<file path="config.mk">
export PLATFORM = sky130hd
export DESIGN_NAME = pair_accumulate
export DESIGN_NICKNAME = d
export VERILOG_FILES = /design/src/rtl/pair_accumulate.sv
export SDC_FILE = /design/constraint.sdc
export NUM_CORES = 1
export LEC_CHECK = 0
export CAP_MARGIN = 20
export CORE_UTILIZATION = 46
export CTS_BUF_LIST = sky130_fd_sc_hd__clkbuf_8
export DETAILED_ROUTE_END_ITERATION = 8
export GPL_ROUTABILITY_DRIVEN = 1
export PLACE_DENSITY = 0.87
export SLEW_MARGIN = 20
export SYNTH_ARGS = -nofsm -noshare
export SYNTH_HDL_FRONTEND = slang
export SYNTH_SLANG_ARGS = --single-unit
</file>
<file path="constraint.sdc">
create_clock -name _clock -period 3.35 [get_ports _clock]
set_clock_uncertainty 0.05 [all_clocks]
set_input_delay 0.5025 -clock _clock [delete_from_list [all_inputs] [get_ports _clock]]
set_output_delay 0.5025 -clock _clock [all_outputs]
set_load 0.01 [all_outputs]
</file>
<file path="src/rtl/pair_accumulate.sv">
// Pair accumulator: sums both elements of each upstream pair into a running total
// and counts pairs, presenting (sum, count) downstream with a valid/ready handshake.
module pair_accumulate (
    input  logic               _clock,
    input  logic               _reset,
    input  logic               _start,
    output logic               _in_start,
    input  logic               _in_valid,
    output logic               _in_ready,
    input  logic               _in_done,
    input  logic signed [31:0] _in_0,
    input  logic signed [31:0] _in_1,
    input  logic               _ready,
    output logic               _valid,
    output logic               _done,
    output logic signed [31:0] _0,
    output logic signed [31:0] _1
);

    // state | meaning
    // IDLE  | after reset, waiting for _start; upstream ignored
    // ARM   | one cycle after _in_start pulse; stale upstream flags ignored
    // RUN   | accepting pairs until upstream reports done
    // DONE  | run finished; pending result drains, _done held
    typedef enum logic [1:0] {IDLE, ARM, RUN, DONE} state_t;

    state_t             state_q, state_d;
    logic signed [31:0] acc_q, acc_d;
    logic signed [31:0] cnt_q, cnt_d;
    logic               valid_q, valid_d;
    logic               done_q, done_d;
    logic               in_start_q, in_start_d;
    logic               handshake;

    assign _in_ready = (state_q == RUN) && (!valid_q || _ready);
    assign handshake = _in_valid && _in_ready;

    assign _in_start = in_start_q;
    assign _valid    = valid_q;
    assign _done     = done_q;
    // The output registers are the accumulator and count themselves.
    assign _0        = acc_q;
    assign _1        = cnt_q;

    always_ff @(posedge _clock or negedge _reset) begin
        if (!_reset) begin
            state_q    <= IDLE;
            acc_q      <= '0;
            cnt_q      <= '0;
            valid_q    <= 1'b0;
            done_q     <= 1'b0;
            in_start_q <= 1'b0;
        end else begin
            state_q    <= state_d;
            acc_q      <= acc_d;
            cnt_q      <= cnt_d;
            valid_q    <= valid_d;
            done_q     <= done_d;
            in_start_q <= in_start_d;
        end
    end

    always_comb begin
        state_d    = state_q;
        acc_d      = acc_q;
        cnt_d      = cnt_q;
        valid_d    = valid_q;
        done_d     = done_q;
        in_start_d = 1'b0;

        // _start overrides any handshake or _in_done in the same cycle.
        if (_start) begin
            state_d    = ARM;
            acc_d      = '0;
            cnt_d      = '0;
            valid_d    = 1'b0;
            done_d     = 1'b0;
            in_start_d = 1'b1;
        end else begin
            case (state_q)
                IDLE: begin
                end
                ARM: begin
                    state_d = RUN;
                end
                RUN: begin
                    if (handshake) begin
                        acc_d   = acc_q + _in_0 + _in_1;
                        cnt_d   = cnt_q + 32'sd1;
                        valid_d = 1'b1;
                    end else begin
                        if (_ready) begin
                            valid_d = 1'b0;
                        end
                        if (_in_done) begin
                            state_d = DONE;
                            done_d  = 1'b1;
                        end
                    end
                end
                DONE: begin
                    if (_ready) begin
                        valid_d = 1'b0;
                    end
                end
                default: begin
                    state_d = IDLE;
                end
            endcase
        end
    end

endmodule

</file>
After elaboration in Yosys (flattened, before gate mapping). Cells that the tools add are included.

Bits in registers: 69. Bits in latches: 0. RAM bits: 0. Memory bits (read-only): 0. Bits of input ports: 70. Output and inout bits: 68. Logic and storage cells: 46. Memories: 0.

Add/subtract/negate cells: 3. Multipliers: 0. Divide/modulo/power cells: 0. $lt $le $gt $ge: 0. Eq/ne operators: 6. Shifts and indexed selects: 0. Muxes and demuxes: 19. Bitwise operators: 0. Reductions and logical operators: 12.

Operators by type and width (number): two-way mux 32 bit (6); adder 32 bit (2); adder 32 x 2 -> 32 bit (second input constant) (1); two-way mux 1 bit (8); two-way mux 2 bit (3); != test 3 bit (second input constant) (2); AND reduction 3 bit (2); nonzero test 2 bit (3); nonzero test 3 bit (2); == test 2 bit (second input constant) (2); one-hot mux 2 bit (2 select lines) (1); == test 2 x 1 -> 1 bit (second input constant) (1); logical AND 1 bit (2); != test 2 bit (second input constant) (1); one-hot mux 1 bit (2 select lines) (1); AND reduction 2 bit (1); zero test 1 bit (1); logical OR 1 bit (1).

Depth between registers and ports, before layout.
Word-level depth: 7. Depth in mapped cells: 11. Mapped depth without buffers: 11.

Worst setup path after synthesis. No wires, ideal clock.

Path kind: input-to-reg. From: in _in_0[1]. To: reg acc_q[31] (netlist: _0[31]). Setup time: 128 ps. Arrival: 3322 ps. Data required time: 3172 ps. Slack: -149 ps. Cell stages on the path: 11. Buffers on the path: 0. Cells stage by stage: fa_1 -> ha_1 -> fa_1 -> a21o_1 -> a221oi_4 -> o211ai_4 -> a31oi_4 -> o21ai_2 -> a31o_1 -> a311oi_1 -> mux2_1.

Longest elaborated chain between the ends: 5.

RTL lines: start: declaration (RTL line 11) `input logic signed [31:0] _in_0,`; adder 32 bit (2 in a row) (RTL line 88) `acc_d = acc_q + _in_0 + _in_1;`; two-way mux 32 bit (RTL line 87) `if (handshake) begin`; two-way mux 32 bit (RTL line 80) `case (state_q)`; two-way mux 32 bit (RTL line 72) `if (_start) begin`; end signal: assignment (RTL line 48) `acc_q <= '0;`; end signal: assignment (RTL line 55) `acc_q <= acc_d;`; end: declaration (RTL line 28) `logic signed [31:0] acc_q, acc_d;`.

No other way between the ends. The select of a mux whose other input is x is not followed. A chain may end at the register's enable or synchronous reset.

Worst setup path in the final report.
From: in _in_1[16]. To: reg acc_q[31] (netlist: _0[31]).

Longest elaborated chain between the ends: 4.

RTL lines: start: declaration (RTL line 12) `input logic signed [31:0] _in_1,`; adder 32 bit (RTL line 88); two-way mux 32 bit (RTL line 87); two-way mux 32 bit (RTL line 80); two-way mux 32 bit (RTL line 72).

No other way between the ends. The select of a mux whose other input is x is not followed.

==> flow_summary.toml <==
[timing]
setup_violations = 3
rsz0062_at_grt = "true"
period_share = 1.03
layout_setup_ws_ns = -0.0849
fmaxAchievable_mhz = 291
drv_slew = 0
finalSetupTns_ns = -0.149
tightestPinTransition_ns = 0.623
maxSlewHeadroom = 0.585
period_minus_slack_ns = 3.43
hold_viol = 0

[synth]
synth_top_cell_area_share = 0.329
ys_seq_area_frac = 0.329
syn_inst = 580
synth_area_leaders = "dfrtp_1 (33%), fa_1 (12%), ha_1 (7.4%)"
syn_nets = 713
synth_edf_count = 0
ys_seq_elements = 69
synth.cell_area_um2 = 5250
synth_area_per_cell_um2 = 9.06
ys_types = 61
synth_flop_cell = "dfrtp_1"
synth_warnings = 0
synth_common_cells = "nand2_1 (90), dfrtp_1 (69), a21oi_1 (65)"
synth_top_cell_by_area = "dfrtp_1"
synthArstFlopShare = 1.00
yosysMostFrequentCell = "nand2_1"

[route]
vias = 5243
drc_errors = 0
drt-total-wl_um = 16000
drt_iter0_drc = 356
first_pass_iters = 9
antenna_left = 0
via_per_inst = 5.66
avgRoutedWirePerCell_um = 17.3

[clock_network]
root_buffer = "clkbuf_8"
clkTransAtPathRegs_ns = 0.08
cts_buffers = 9
clock_latency_ns = 0.36
holdBufCountCts = 0
clockBufferDepth = 2
htreeDepth = 3
cts_tree = "yes"
cts_sinks = 69

[grt]
grt_max_degree = 51
overflow = 0
grt_first_pass_wirelength_um = 24800
antenna_found_initial = 0
grt_pass1_vias = 5208
grt_use_total = 0.269

[critical_path]
crit_arrival_ns = 3.62
cp_num_buf_inv = 1
path_class = "in2reg"
crit_fanout = 4
critPathTopFamily = "compound AO/OA/AOI/OAI gates"
critPathLaunchType = "input pin"
path_cells = "clkdlybuf4s50_1, fa_1, ha_4, a21oi_1, o21ai_0, a221o_1, a31oi_4, o21ai_2, a31o_1, a311oi_2, mux2_1"
required_ns = 3.54
cp_slowest_cell = "fa_1"
cp_slowest_stage_delay_ns = 0.63
end_kind = "flip-flop"

[die]
die_y_um = 109
fp-row-count = 38
core_area_um2 = 11000
io_pins = 138
die-area_um2 = 11800
die_w_um = 109
start_util = 0.478

[outcome]
violations = "setup timing"
status = "complete, but fails checks"

[placement]
place_congestion = 1.01
dp_hpwl_um = 11600
port_buffers = 137
place_ws_ns = -0.685

[job]
drv_cap = 0

[final_layout]
drive_gt1_frac = 0.177
antenna_cells = 0
area_growth_pct = 46.6
finalNetCount = 914

[power]
max-vdd-ir-drop_mv = 0.190
p_leak_nw = 3.27
power_density_nw_per_um2 = 373
p_total_mw = 2.88

[worst_hold_path]
hold_path_class = "in2async"
==> layer usage <==
metal  part of all wire  wire, um  GRT usage  vias up
met1               0.40      6410      0.326     2559
met3              0.059       950     0.0430       39
met2               0.51      8210      0.475      221
met4              0.028       455      0.106        0
li1                   -         -          -     2424
met5                  0         0          0        -
==> placed cells by master (no fill, tap or decap), types with 2 or more instances in the layout <==
| cell | Yosys | layout |
|---|---|---|
| clkbuf_8 | 0 | 9 |
| a21o_1 | 9 | 9 |
| xor2_1 | 21 | 21 |
| dlygate4sd2_1 | 0 | 5 |
| nor2b_1 | 7 | 7 |
| ha_1 | 31 | 19 |
| o311ai_1 | 1 | 2 |
| dfrtp_1 | 69 | 69 |
| o21ai_1 | 4 | 7 |
| nand2_1 | 90 | 90 |
| a21oi_2 | 1 | 6 |
| ha_4 | 0 | 9 |
| o21ai_0 | 25 | 22 |
| xnor2_1 | 24 | 24 |
| o211ai_1 | 2 | 2 |
| buf_4 | 1 | 83 |
| inv_1 | 10 | 10 |
| nor2_1 | 47 | 46 |
| nand3_1 | 19 | 18 |
| or3_1 | 13 | 13 |
| ha_2 | 0 | 3 |
| fa_1 | 32 | 30 |
| a221o_1 | 2 | 2 |
| inv_6 | 0 | 3 |
| clkinv_4 | 0 | 2 |
| clkdlybuf4s50_1 | 0 | 128 |
| and2b_1 | 2 | 2 |
| nor3_1 | 7 | 7 |
| and4_1 | 4 | 4 |
| a311oi_2 | 0 | 2 |
| and2_1 | 3 | 3 |
| a31oi_1 | 6 | 5 |
| a21oi_1 | 65 | 59 |
| and3_1 | 8 | 8 |
| a22oi_1 | 2 | 2 |
| nand4_1 | 11 | 11 |
| o21a_1 | 3 | 3 |
| nand3b_1 | 3 | 3 |
| fa_2 | 0 | 2 |
==> state kept, by name, indices dropped and copies added, names as in the netlist <==
name / cells
_valid: 1
_in_start: 1
state_q: 2
_1: 32
_0: 32
_done: 1
==> where the power goes <==
part | switching (mW) | internal, mW | leakage (nW) | total (mW)
sequential | 0.0229 | 0.854 | 0.952 | 0.877
combinational | 0.626 | 0.645 | 2.21 | 1.27
clock | 0.374 | 0.354 | 0.101 | 0.729
total | 1.02 | 1.85 | 3.27 | 2.88
==> area by class of cell <==
class	instances	area, um2
multi-input combinational	471	3570
timing repair buffer	220	1990
tap	140	175
fill	768	3280
clock inverter	7	81.3
sequential	69	1730
inverter	10	37.5
clock buffer	9	124
==> timing repair <==
action                                  CTS  global route
gates resized for setup                  22            21
hold endpoints to repair                  0             0
endpoints found under the setup margin    7            10
pin swaps                                15             7
buffers inserted                          5             1
==> worst paths after layout <==
kind,start,end,slack [ns],depth (start not counted)
max in group asynchronous,_reset,state_q[1],2.50,2
min in group _clock,state_q[0],state_q[1],0.48,2
hold / removal,_reset,_0[11],0.10,1
hold reg to reg,state_q[0],state_q[1],0.48,2
setup / recovery,_in_1[16],_0[31],-0.08,11
setup reg to reg,_0[1],_0[31],-0.02,11
==> worst register-to-register path, stage by stage (launching register included) <==
cell and delay (ns):
dfrtp_1 0.40, fa_1 0.49, ha_4 0.19, fa_2 0.36
a21o_1 0.23, a221oi_4 0.32, o211ai_4 0.14, a31oi_4 0.17
o21ai_2 0.11, a31o_1 0.25, a311oi_2 0.22, mux2_1 0.34
==> through the flow <==
stage	cell area [um2]	cells	hold slack (ns)	util
6_report	7700	926	0.103	0.701
5_1_grt	7700	926	0.150	0.701
4_1_cts	7590	925	0.330	0.691
3_5_place_dp	7240	904	0.459	0.660
3_3_place_gp	7240	904	0.442	0.660
2_1_floorplan	5260	580	0.157	-
==> kinds of logic (layout without fill, tap and decap cells) <==
kind of cell             after synthesis  in the layout  share of synthesized area
multiplexers                           1              1                    0.00214
buffers and inverters                 40            246                     0.0314
AO/OA/AOI/OAI                        140            140                      0.167
flip-flops                            69             69                      0.329
adder cells (fa/ha/maj)               63             63                      0.196
AND/OR/NAND/NOR                      222            222                      0.199
XOR/XNOR                              45             45                     0.0750
No activity file was read; power rests on OpenSTA's default activity.
